==> src/rtl/uart_arb_pkg.sv <==
// Shared types and helpers for the UART transmit arbiter.
package uart_arb_pkg;

  typedef logic [7:0] byte_t;

  typedef enum logic {
    IDLE   = 1'b0,
    LOCKED = 1'b1
  } arb_state_e;

  localparam byte_t DEFAULT_LASTCHAR = 8'h0A;

  // (base + off) mod n, for base < n and off < n.
  function automatic int unsigned rr_wrap(input int unsigned base,
                                          input int unsigned off,
                                          input int unsigned n);
    int unsigned s;
    s = base + off;
    return (s >= n) ? (s - n) : s;
  endfunction

endpackage

==> src/rtl/rr_arbiter.sv <==
// Combinational round-robin pick: first set request at ptr, ptr+1, ... (wrapping).
module rr_arbiter
  import uart_arb_pkg::*;
#(
  parameter int unsigned N = 2,
  localparam int unsigned IW = (N > 1) ? $clog2(N) : 1
) (
  input  logic [N-1:0]  req,
  input  logic [IW-1:0] ptr,
  output logic [IW-1:0] gnt_idx,
  output logic          gnt_valid
);

  // Scan from the farthest offset down so the nearest requester wins last.
  always_comb begin
    gnt_idx   = '0;
    gnt_valid = 1'b0;
    for (int k = int'(N) - 1; k >= 0; k--) begin
      if (req[IW'(rr_wrap(32'(ptr), 32'(k), N))]) begin
        gnt_idx   = IW'(rr_wrap(32'(ptr), 32'(k), N));
        gnt_valid = 1'b1;
      end
    end
  end

endmodule

==> src/rtl/uart_tx_arbiter.sv <==
// Line-atomic round-robin sharing of one UART transmit byte port, with lock timeout.
module uart_tx_arbiter
  import uart_arb_pkg::*;
#(
  parameter int unsigned NUM_REQ      = 2,
  parameter bit          LINE_LOCK    = 1'b1,
  parameter byte_t       LASTCHAR     = DEFAULT_LASTCHAR,
  parameter int unsigned LOCK_TIMEOUT = 1024,
  localparam int unsigned OW = $clog2(NUM_REQ)
) (
  input  logic                    clk_i,
  input  logic                    rst_ni,
  input  logic [NUM_REQ-1:0]      req_valid_i,
  input  logic [NUM_REQ-1:0][7:0] req_data_i,
  output logic [NUM_REQ-1:0]      req_ready_o,
  output logic                    tx_valid_o,
  output logic [7:0]              tx_data_o,
  input  logic                    tx_ready_i,
  output logic                    lock_active_o,
  output logic [OW-1:0]           owner_o,
  output logic                    timeout_o
);

  localparam int unsigned   CW       = $clog2(LOCK_TIMEOUT);
  localparam logic [CW-1:0] CNT_LAST = CW'(LOCK_TIMEOUT - 1);

  arb_state_e    r_state, w_state_nxt;
  logic [OW-1:0] r_owner, w_owner_nxt;
  logic [OW-1:0] r_ptr, w_ptr_nxt;
  logic [CW-1:0] r_idle_cnt, w_idle_cnt_nxt;
  logic          r_timeout, w_timeout_nxt;
  logic          r_tx_valid;
  byte_t         r_tx_data;

  logic [OW-1:0] w_gnt_idx;
  logic          w_gnt_valid;
  logic [OW-1:0] w_owner_inc;
  logic          w_slot_free;
  logic          w_owner_valid;
  byte_t         w_owner_data;
  logic          w_accept;

  rr_arbiter #(.N(NUM_REQ)) u_rr (
    .req       (req_valid_i),
    .ptr       (r_ptr),
    .gnt_idx   (w_gnt_idx),
    .gnt_valid (w_gnt_valid)
  );

  assign w_slot_free   = !r_tx_valid || tx_ready_i;
  assign w_owner_valid = req_valid_i[r_owner];
  assign w_owner_data  = req_data_i[r_owner];
  assign w_owner_inc   = OW'(rr_wrap(32'(r_owner), 32'd1, NUM_REQ));

  // Next-state: grant from IDLE, release on line end / per byte / timeout.
  always_comb begin
    w_state_nxt    = r_state;
    w_owner_nxt    = r_owner;
    w_ptr_nxt      = r_ptr;
    w_idle_cnt_nxt = r_idle_cnt;
    w_timeout_nxt  = 1'b0;
    w_accept       = 1'b0;
    req_ready_o    = '0;
    case (r_state)
      IDLE: begin
        if (w_gnt_valid) begin
          w_state_nxt    = LOCKED;
          w_owner_nxt    = w_gnt_idx;
          w_idle_cnt_nxt = '0;
        end
      end
      LOCKED: begin
        req_ready_o[r_owner] = w_slot_free;
        w_accept             = w_owner_valid && w_slot_free;
        if (w_accept) begin
          w_idle_cnt_nxt = '0;
          if (!LINE_LOCK || (w_owner_data == LASTCHAR)) begin
            w_state_nxt = IDLE;
            w_ptr_nxt   = w_owner_inc;
          end
        end else if (w_owner_valid) begin
          w_idle_cnt_nxt = '0;
        end else if (r_idle_cnt == CNT_LAST) begin
          w_state_nxt    = IDLE;
          w_ptr_nxt      = w_owner_inc;
          w_timeout_nxt  = 1'b1;
          w_idle_cnt_nxt = '0;
        end else begin
          w_idle_cnt_nxt = r_idle_cnt + CW'(1);
        end
      end
      default: w_state_nxt = IDLE;
    endcase
  end

  // FSM, pointer, owner and idle counter registers.
  always_ff @(posedge clk_i) begin
    if (!rst_ni) begin
      r_state    <= IDLE;
      r_owner    <= '0;
      r_ptr      <= '0;
      r_idle_cnt <= '0;
      r_timeout  <= 1'b0;
    end else begin
      r_state    <= w_state_nxt;
      r_owner    <= w_owner_nxt;
      r_ptr      <= w_ptr_nxt;
      r_idle_cnt <= w_idle_cnt_nxt;
      r_timeout  <= w_timeout_nxt;
    end
  end

  // One-entry output register toward the UART transmitter.
  always_ff @(posedge clk_i) begin
    if (!rst_ni) begin
      r_tx_valid <= 1'b0;
      r_tx_data  <= '0;
    end else if (w_accept) begin
      r_tx_valid <= 1'b1;
      r_tx_data  <= w_owner_data;
    end else if (tx_ready_i) begin
      r_tx_valid <= 1'b0;
    end
  end

  assign tx_valid_o    = r_tx_valid;
  assign tx_data_o     = r_tx_data;
  assign lock_active_o = (r_state == LOCKED);
  assign owner_o       = r_owner;
  assign timeout_o     = r_timeout;

endmodule
==> config.mk <==
export PLATFORM = sky130hd
export DESIGN_NAME = uart_tx_arbiter
export DESIGN_NICKNAME = d
export VERILOG_FILES = /design/src/rtl/uart_arb_pkg.sv /design/src/rtl/rr_arbiter.sv /design/src/rtl/uart_tx_arbiter.sv
export SDC_FILE = /design/constraint.sdc
export NUM_CORES = 1
export LEC_CHECK = 0
export CAP_MARGIN = 25
export CORE_ASPECT_RATIO = 1.4
export CORE_MARGIN = 2
export CORE_UTILIZATION = 30
export CTS_CLUSTER_SIZE = 24
export DETAILED_ROUTE_END_ITERATION = 8
export PLACE_DENSITY = 0.6
export SYNTH_ARGS = -nofsm -noshare
export SYNTH_HDL_FRONTEND = slang
export SYNTH_SLANG_ARGS = --single-unit
==> constraint.sdc <==
create_clock -name clk_i -period 5.5 [get_ports clk_i]
set_clock_uncertainty 0.05 [all_clocks]
set_input_delay 1.1 -clock clk_i [delete_from_list [all_inputs] [get_ports clk_i]]
set_output_delay 1.1 -clock clk_i [all_outputs]
set_load 0.005 [all_outputs]
---- Word level (Yosys, flattened, before mapping) ----
Cells that the tools add are included.
word-level totals
  register bits ........................... 23
  logic and storage cells ................. 74
operators by class
  equality and inequality tests ........... 5
  multiplexer cells ....................... 37
  bitwise operators ....................... 3
  reductions and logical operators ........ 9
  $lt $le $gt $ge ......................... 7
  $add $sub $neg .......................... 6
operators by type and width
  cell                                                         count
  two-way mux 10 bit                                           4
  two-way mux 1 bit                                            27
  one-hot mux 10 bit (2 select lines)                          1
  two-way mux 8 bit                                            2
  adder 10 x 1 -> 10 bit (second input constant)               1
  equality test 10 bit (second input constant)                 1
  equality test 8 x 4 -> 1 bit (second input constant)         1
  less-than comparator 1 x 2 -> 1 bit (second input constant)  3
  != test 2 x 1 -> 1 bit (second input constant)               3
  adder 1 x 1 -> 2 bit (second input constant)                 2
  >= comparator 2 bit (second input constant)                  2
  AND reduction 4 bit                                          1
  nonzero test 2 bit                                           2
  OR reduction 4 bit                                           1
  subtractor 1 bit (second input constant)                     3
  bitwise AND 2 bit                                            1
  >= comparator 1 x 2 -> 1 bit (second input constant)         1
  logical AND 1 bit                                            2
  two-way mux 2 bit                                            1
  NOT 1 bit                                                    2
  one-hot mux 1 bit (2 select lines)                           1
  AND reduction 2 bit                                          1
  demux 1 bit (select 1 bit)                                   1
  >= comparator 1 bit (second input constant)                  1
  other kinds (2)                                              2

---- Longest topological paths before layout ----
Gate-level depths: netlist of the first run.
  depth in word-level cells ............... 9
  depth in mapped cells ................... 6
  depth with buffers taken out ............ 5

---- By module ----
From an unflattened synthesis of the first run, not the netlist that was laid out.
second synthesis, totals
  cells, all modules ...................... 145
  area, all modules ....................... 1267.5 sq um
modules (own cells, without submodules)
  module           times used  sequential area each (sq um)  cells each  area an instance (sq um)
  uart_tx_arbiter  1           460.4                         142         1249.9
  rr_arbiter       1           0.0                           3           17.5

---- Worst setup path before layout of the first run ----
OpenSTA, ideal clock, no wires.
  path kind ............................... input-to-output
  from .................................... input port tx_ready_i
  to ...................................... output port req_ready_o[1]
  data arrival time ....................... 1.444 ns
  buffers on the path ..................... 0
  stages on the path ...................... 2
  setup slack ............................. 2.906 ns
  path through ............................ nand2b_1 > and3_1
on the way
  cells in the longest elaborated chain, start to end .. 3
RTL lines
  item                                RTL line               source
  start: declaration                  uart_tx_arbiter.sv:18  input logic tx_ready_i,
  logical OR 1 bit                    uart_tx_arbiter.sv:50  assign w_slot_free = !r_tx_valid || tx_ready_i;
  bitwise AND 2 bit (no source line)  --
  two-way mux 2 bit                   uart_tx_arbiter.sv:64  case (r_state)
  end: declaration                    uart_tx_arbiter.sv:15  output logic [NUM_REQ-1:0] req_ready_o,
No other way between the ends.

---- Worst setup path in the final report of the first run ----
Same ends and word-level chain as after synthesis.

==> metrics, run 1 <==
Mapped Nets 158; drt drc 0; fin crit share 65.3%; R2R Path Start owner_o; Critical Path Start tx_ready_i; Startpoint Class primary input; Required @ worst endpoint 4350 ps; Synth warnings 0; area leader, netlist dfxtp_1; CTS Buf Count 3; clock sink count 23; average size of a mapped cell 8.88 µm²; Rel. slew slack 34.9%; Reg clk slew, reported paths 80 ps; layout cells sized above 1 3.55%; most numerous cell in the Yosys netlist dfxtp_1; hold path cells 2; port bufs 34; post-synth cell types 36; pins over their slew limit 0; Setup Fix Bufs, Post-CTS 0; I/O pin cnt 35; Post-synth ARST share 0%; Setup CP Type in2out; Worst-Skew Late Latency 270 ps; CTS tree done; hpwl dp 2.41 mm; H-tree depth 1; GRT overflow 0; die area 4560 µm²; static leakage 0.540 nW; cell total after placement 208; final hold vios 0; vias 1182; CP max FO 4; R2R depth 4; CTS resizes 0; Tmin final 3590 ps; antenna violations before repair 0; Worst Max-Slew Pin Slew 971 ps; reg2reg end tx_data_o[2]; HP Class reg2reg; status completed; P per Cell Area 218 nW/µm²; pre-CTS setup slack 1910 ps; Main synth FF type dfxtp_1; Root Buffer clkbuf_8; DR WL/cell 15.3 µm; CTS Buffer Depth 2; VDD IR max 104 µV; Post-synth EDFFs 0; Starting Density 31.1%; Reg2Reg Setup Slack 3030 ps; final setup fails 0; hold buffers post-CTS 0; dominant cells by area after synthesis dfxtp_1, mux2i_1, a211oi_1, nor2_1, nand3_1; Non-Filler Instances 212; routed vias/inst 5.58; row cnt 27; routed wire length 3.24 mm; crit end category primary output; # diodes 0; Max Freq 278 MHz; DRT Pass-1 Iters 4; GRT Util Overall 14.5%; sequential fraction of the synthesis area 38.1%; RSZ-0062 raised after global routing false; Die Y 79.1 µm; Hold Startpoint r_ptr; Horiz. Die Dim 57.6 µm; #FFs+latches synth 23; crit path DAT 2440 ps; area share of the largest cell type after synthesis 38.1%; Final ANT Viol Nets 0; CORE AREA 3880 µm²; number of max-cap violations 0; largest net degree at the start of global routing 20; setup ws final 1910 ps; post-route setup TNS 0 ps; number of global-route vias before repair 1166; Iter 0 DRT Violations 51; final instance area 1620 µm²; Post-Synthesis Cells 136; Mapped Area 1210 µm²; synthesis-to-finish area growth 34.0%; most frequent cells after synthesis dfxtp_1, nor2_1, mux2i_1, a211oi_1, nand2_1; hold worst-path end r_ptr; Tot Pwr 0.000352 W; GP Congestion 0.817; Nets 192; Area after DPL 1570 µm²; first-pass GRT wire length 5.20 mm
critical path, stage by stage:
cell	delay (ps)
clkdlybuf4s50_1	490
nand2b_1	160
and3_1	180
clkdlybuf4s50_1	520
power by group:
part           total [W]  internal, W  switching [W]
registers       0.000181     0.000174     0.00000784
logic          0.0000662    0.0000381      0.0000281
clock network   0.000105    0.0000517      0.0000528
total           0.000352     0.000263      0.0000888
layer usage:
metal | vias up | global-route usage (%) | share of wire [%] | wire (µm)
li1 | 585 | - | - | -
met1 | 544 | 16.5 | 42 | 1350
met2 | 48 | 25.2 | 50 | 1630
met3 | 5 | 2.28 | 6.5 | 209
met4 | 0 | 7.91 | 1.6 | 51
met5 | - | 0 | 0 | 0
cells in the final DEF (no fill, tap or decap), drive strengths merged, types with 5 or more instances in the layout:
cell type | Yosys | layout
a31oi | 6 | 6
mux2i | 11 | 11
and3 | 5 | 5
nand2 | 9 | 9
o21ai | 5 | 5
clkdlybuf4s50 | 0 | 34
a211oi | 9 | 9
nor3 | 5 | 5
nand3 | 8 | 8
nor2 | 13 | 13
dfxtp | 23 | 23
area by class of cell:
type,count,area [µm²]
fillers,380,2270
multi-input cells,104,703
flip-flops and latches,23,460
repair buffers,34,340
well taps,43,53.8
clock buffers,4,45.0
inverters,4,15.0
state kept, by name (all words and copies together) (netlist names):
register	cells
tx_valid_o	1
lock_active_o	1
timeout_o	1
tx_data_o	8
owner_o	1
r_idle_cnt	10
r_ptr	1
per-stage QoR:
step | util, % | hold WS, ps
detailed placement | 40.5 | 410
floorplan | - | 385
finish | 41.6 | 422
global placement | 40.5 | 397
CTS | 41.6 | 422
global route | 41.6 | 462
logic make-up after synthesis:
kind of cell    after synthesis  share of synthesized area [%]
simple gates                 59                           27.3
compound gates               32                           19.6
flops                        23                           38.1
mux                          12                           10.4
buf+inv                       9                           3.63
fa+ha+maj                     1                           1.04
worst max-delay path by stage:
stage	end	slack, ps	depth (start not counted)
6_report	req_ready_o[1]	1910	4
3_5_place_dp	req_ready_o[1]	1910	4
3_3_place_gp	req_ready_o[1]	1970	4
5_1_grt	req_ready_o[1]	1840	4
4_1_cts	req_ready_o[1]	1910	4
2_1_floorplan	req_ready_o[1]	2910	2
No activity file was read; power rests on OpenSTA's default activity.
==> run 2: changes to the inputs <==
- PLACE_DENSITY: 0.6 -> 0.62
- clock period: 5.5 -> 3.1 ns (I/O delays scaled with it)
==> run 2 against run 1 <==
Cell count rose by 1.4%. Clock power rose by 74%. Power rose by 77%. Combinational power rose by 86%. Wire length fell by 3.0%. Register-to-register slack got worse by 1800 ps. First-iteration DRC count fell by 59%. Non-clock buffer count rose by 3. Critical endpoint unchanged.
==> metrics, run 2 (synthesis gave the netlist of run 1 again) <==
met1 global-route usage 17.8%; cell total after placement 211; CP max FO 4; CTS Buf Count 3; Root Buffer clkbuf_8; number of fill cells 411; GRT met2 Usage 25.3%; hold path cells 2; final hold vios 0; vias 1194; DRT Pass-1 Iters 4; Reg clk slew, reported paths 80 ps; Sequential Area 460 µm²; hpwl dp 2.44 mm; GP Congestion 0.816; number of max-cap violations 0; Most Frequent Cell on Critical Path clkdlybuf4s50_1; port bufs 34; routed vias/inst 5.55; crit end category primary output; status completed; Startpoint Class primary input; GRT overflow 0; Starting Density 31.1%; met3 Use GR 3.09%; static leakage 0.558 nW; R2R depth 4; I/O pin cnt 35; RSZ-0062 raised after global routing false; Iter 0 DRT Violations 21; HP Class reg2reg; Setup CP Type in2out; first-pass GRT wire length 5.35 mm; pre-CTS setup slack 518 ps; most common cell after layout, fill and taps aside clkdlybuf4s50_1; Worst path slowest cell clkdlybuf4s50_1; global route hottest layer met2; Max Freq 387 MHz; clock sink count 23; number of global-route vias before repair 1173; largest net degree at the start of global routing 20; synthesis-to-finish area growth 36.0%; Tot Pwr 0.000624 W; Biggest register r_idle_cnt; Non-Filler Instances 215; hold buffers post-CTS 0; drt drc 0; CP Cell Sequence clkdlybuf4s50_1, nand2b_1, and3_1, clkdlybuf4s50_1; CTS Buffer Depth 2; row cnt 27; layout cells sized above 1 5.81%; most frequent cells in the layout clkdlybuf4s50_1, dfxtp_1, nor2_1; CORE AREA 3880 µm²; DR WL/cell 14.6 µm; VDD IR max 189 µV; Horiz. Die Dim 57.6 µm; final setup fails 0; Largest register FFs 10; Rel. slew slack 62.9%; Worst Max-Slew Pin Slew 541 ps; setup ws final 518 ps; slowest cell delay on critical path 500 ps; Tmin final 2580 ps; Setup Fix Bufs, Post-CTS 0; multi-input logic area 703 µm²; P per Cell Area 380 nW/µm²; routed wire length 3.14 mm; pins over their slew limit 0; CTS tree done; Die Y 79.1 µm; H-tree depth 1; Worst-Skew Late Latency 260 ps; post-route setup TNS 0 ps; Nets 195; Required @ worst endpoint 2430 ps; die area 4560 µm²; fin crit share 83.3%; # diodes 0; CTS resizes 0; GRT Util Overall 14.4%; Final ANT Viol Nets 0; crit path DAT 1910 ps; antenna violations before repair 0
-- run 2: cell types whose count changed in the layout (fill, tap and decap cells not counted) --
cell      before  now
clkbuf_1       1    0
buf_4          0    3
clkinv_2       0    1
-- run 2: layout make-up --
cell class,count,area share [%]
Tap cell,43,3.28
Timing Repair Buffer,37,22.1
Clock inverter,1,0.305
Clock buffer,3,2.52
Multi-Input combinational cell,104,42.8
Inverter,4,0.915
Sequential cell,23,28.0
-- run 2: worst paths after layout --
| check | start | to | slack [ps] |
|---|---|---|---|
| max | tx_ready_i | req_ready_o[1] | 520 |
| min | r_ptr | r_ptr | 420 |
| max reg2reg | owner_o | r_idle_cnt[7] | 1200 |
| min reg2reg | r_ptr | r_ptr | 420 |
-- run 2: worst max-delay path, delay by kind of cell --
family        cells  cell delay (ps)
buf+inv           2              970
simple gates      2              320
-- run 2: report_power, final --
group,switching (W),internal [W]
clock network,0.0000936,0.0000896
logic,0.0000533,0.0000699
registers,0.00000989,0.000308
total,0.000157,0.000467
-- run 2: per-layer routing --
metal / up-vias / wire [µm]
met2: 34 / 1560
met3: 4 / 205
li1: 593 / -
met1: 563 / 1340
met4: 0 / 39
met5: - / 0
-- run 2: per-stage QoR --
step,hold slack [ps],util [%],cell area [µm²]
2_1_floorplan,385,-,1210
3_3_place_gp,398,41.1,1600
3_5_place_dp,409,41.1,1600
4_1_cts,421,42.3,1640
5_1_grt,431,42.3,1640
6_report,423,42.3,1640
==> run 3: changes to the inputs <==
- PLACE_DENSITY: 0.62 -> 0.6
- clock period: 3.1 -> 2.4 ns (I/O delays scaled with it)
==> run 3 against run 2 <==
Die area is the same. Largest power group unchanged. First-iteration DRC count is 52% higher. Worst hold slack got worse by 6.8 ps. Combinational power is 38% higher. Wire length up 0.38%. Register-to-register slack lost 650 ps. Cell count grew 2.8%. Count of clock-buffer cells in the layout unchanged.
==> metrics, run 3 (synthesis gave the netlist of run 1 again) <==
status completed; met1 global-route usage 16.4%; final setup fails 0; Hold Startpoint r_ptr; Sequential Area 460 µm²; R2R Path Start r_idle_cnt[0]; Tmin final 2250 ps; Tot Pwr 0.000821 W; Iter 0 DRT Violations 32; Required @ worst endpoint 1870 ps; DR WL/cell 14.3 µm; GRT Util Overall 14.1%; Biggest register r_idle_cnt; Largest register FFs 10; # diodes 0; first-pass GRT wire length 5.24 mm; Rel. slew slack 42.3%; CORE AREA 3880 µm²; Nets 201; slowest cell delay on critical path 500 ps; CTS resizes 0; drt drc 0; multi-input logic area 703 µm²; synthesis-to-finish area growth 39.7%; crit path buf inv count 2; Worst path slowest cell clkdlybuf4s50_1; met3 Use GR 3.58%; Worst Max-Slew Pin Slew 860 ps; CP Cell Sequence clkdlybuf4s50_1, nand2b_1, and3_1, clkdlybuf4s50_1; static leakage 0.587 nW; H-tree depth 1; GRT met2 Usage 25.0%; routed vias/inst 5.55; number of fill cells 374; Setup CP Type in2out; most frequent cells in the layout clkdlybuf4s50_1, dfxtp_1, nor2_1; Startpoint Class primary input; HP Class reg2reg; most common cell after layout, fill and taps aside clkdlybuf4s50_1; port bufs 34; clock sink count 23; global route hottest layer met2; Most Frequent Cell on Critical Path clkdlybuf4s50_1; CTS Buf Count 3; DRT Pass-1 Iters 4; RSZ-0062 raised after global routing false; vias 1227; Non-Filler Instances 221; hold worst-path end r_ptr; Worst-Skew Late Latency 260 ps; Die Y 79.1 µm; antenna violations before repair 0; Final ANT Viol Nets 0; R2R depth 5; crit end category primary output; Max Freq 444 MHz; number of max-cap violations 0; Starting Density 31.1%; GP Congestion 0.783; pins over their slew limit 0; reg2reg end r_ptr; Reg2Reg Setup Slack 550 ps; crit path DAT 1720 ps; row cnt 27; hpwl dp 2.48 mm; I/O pin cnt 35; hold buffers post-CTS 0; CTS tree done; VDD IR max 285 µV; Reg clk slew, reported paths 80 ps; final hold vios 0; hold path cells 2; number of global-route vias before repair 1169; Root Buffer clkbuf_8; GRT overflow 0; routed wire length 3.15 mm; Horiz. Die Dim 57.6 µm; layout cells sized above 1 8.99%; CTS Buffer Depth 2; largest net degree at the start of global routing 18; Setup Fix Bufs, Post-CTS 0; CP max FO 2; cell total after placement 217; die area 4560 µm²; CP delay by family, top buffers and inverters; P per Cell Area 487 nW/µm²; fin crit share 93.8%; cell depth of the worst setup path 4
[run 3: cell types whose count changed in the layout (fill, tap and decap cells not counted), sizes merged]
cell,before,now
buf,3,9
[run 3: metrics by stage]
step / setup WS, ps / area, µm² / TNS, ps / utilization (%) / hold slack, ps
6_report: 148 / 1690 / 0 / 43.4 / 416
2_1_floorplan: 618 / 1210 / 0 / - / 385
5_1_grt: 77.4 / 1690 / 0 / 43.4 / 452
4_1_cts: 134 / 1690 / 0 / 43.4 / 421
3_5_place_dp: -10.5 / 1640 / -10.5 / 42.2 / 408
3_3_place_gp: 54.5 / 1640 / 0 / 42.2 / 398
[run 3: cell type report]
class,count,area share (%)
repair buffers,43,24.2
inverters,4,0.890
flip-flops and latches,23,27.3
clock inverters,1,0.297
clock buffers,3,2.45
multi-input cells,104,41.7
well taps,43,3.19
[run 3: how the worst max path moves through the flow]
stage,start,endpoint,slack (ps)
6_report,tx_ready_i,req_ready_o[1],150
5_1_grt,tx_ready_i,req_ready_o[1],80
4_1_cts,tx_ready_i,req_ready_o[1],130
3_5_place_dp,req_valid_i[1],tx_data_o[4],-10
3_3_place_gp,req_valid_i[1],r_ptr,50
2_1_floorplan,owner_o,r_idle_cnt[7],620
[run 3: worst reg2reg max path, stage by stage (launching register included)]
cell and delay (ps):
dfxtp_1 390, ha_1 330, and3_1 200, nand4bb_1 200
a221oi_1 390, mux2i_1 220
[run 3: metal layers]
metal	up-vias	share of wire (%)
met2	42	50
met5	-	0
met1	578	42
met3	4	7.4
li1	603	-
met4	0	0.82
[run 3: report_power, final]
part / internal, W / leakage [nW] / switching [W]
Combinational: 0.0000968 / 0.374 / 0.0000731
Clock: 0.000116 / 0.0255 / 0.000127
Sequential: 0.000398 / 0.188 / 0.0000101
Total: 0.000611 / 0.587 / 0.000210
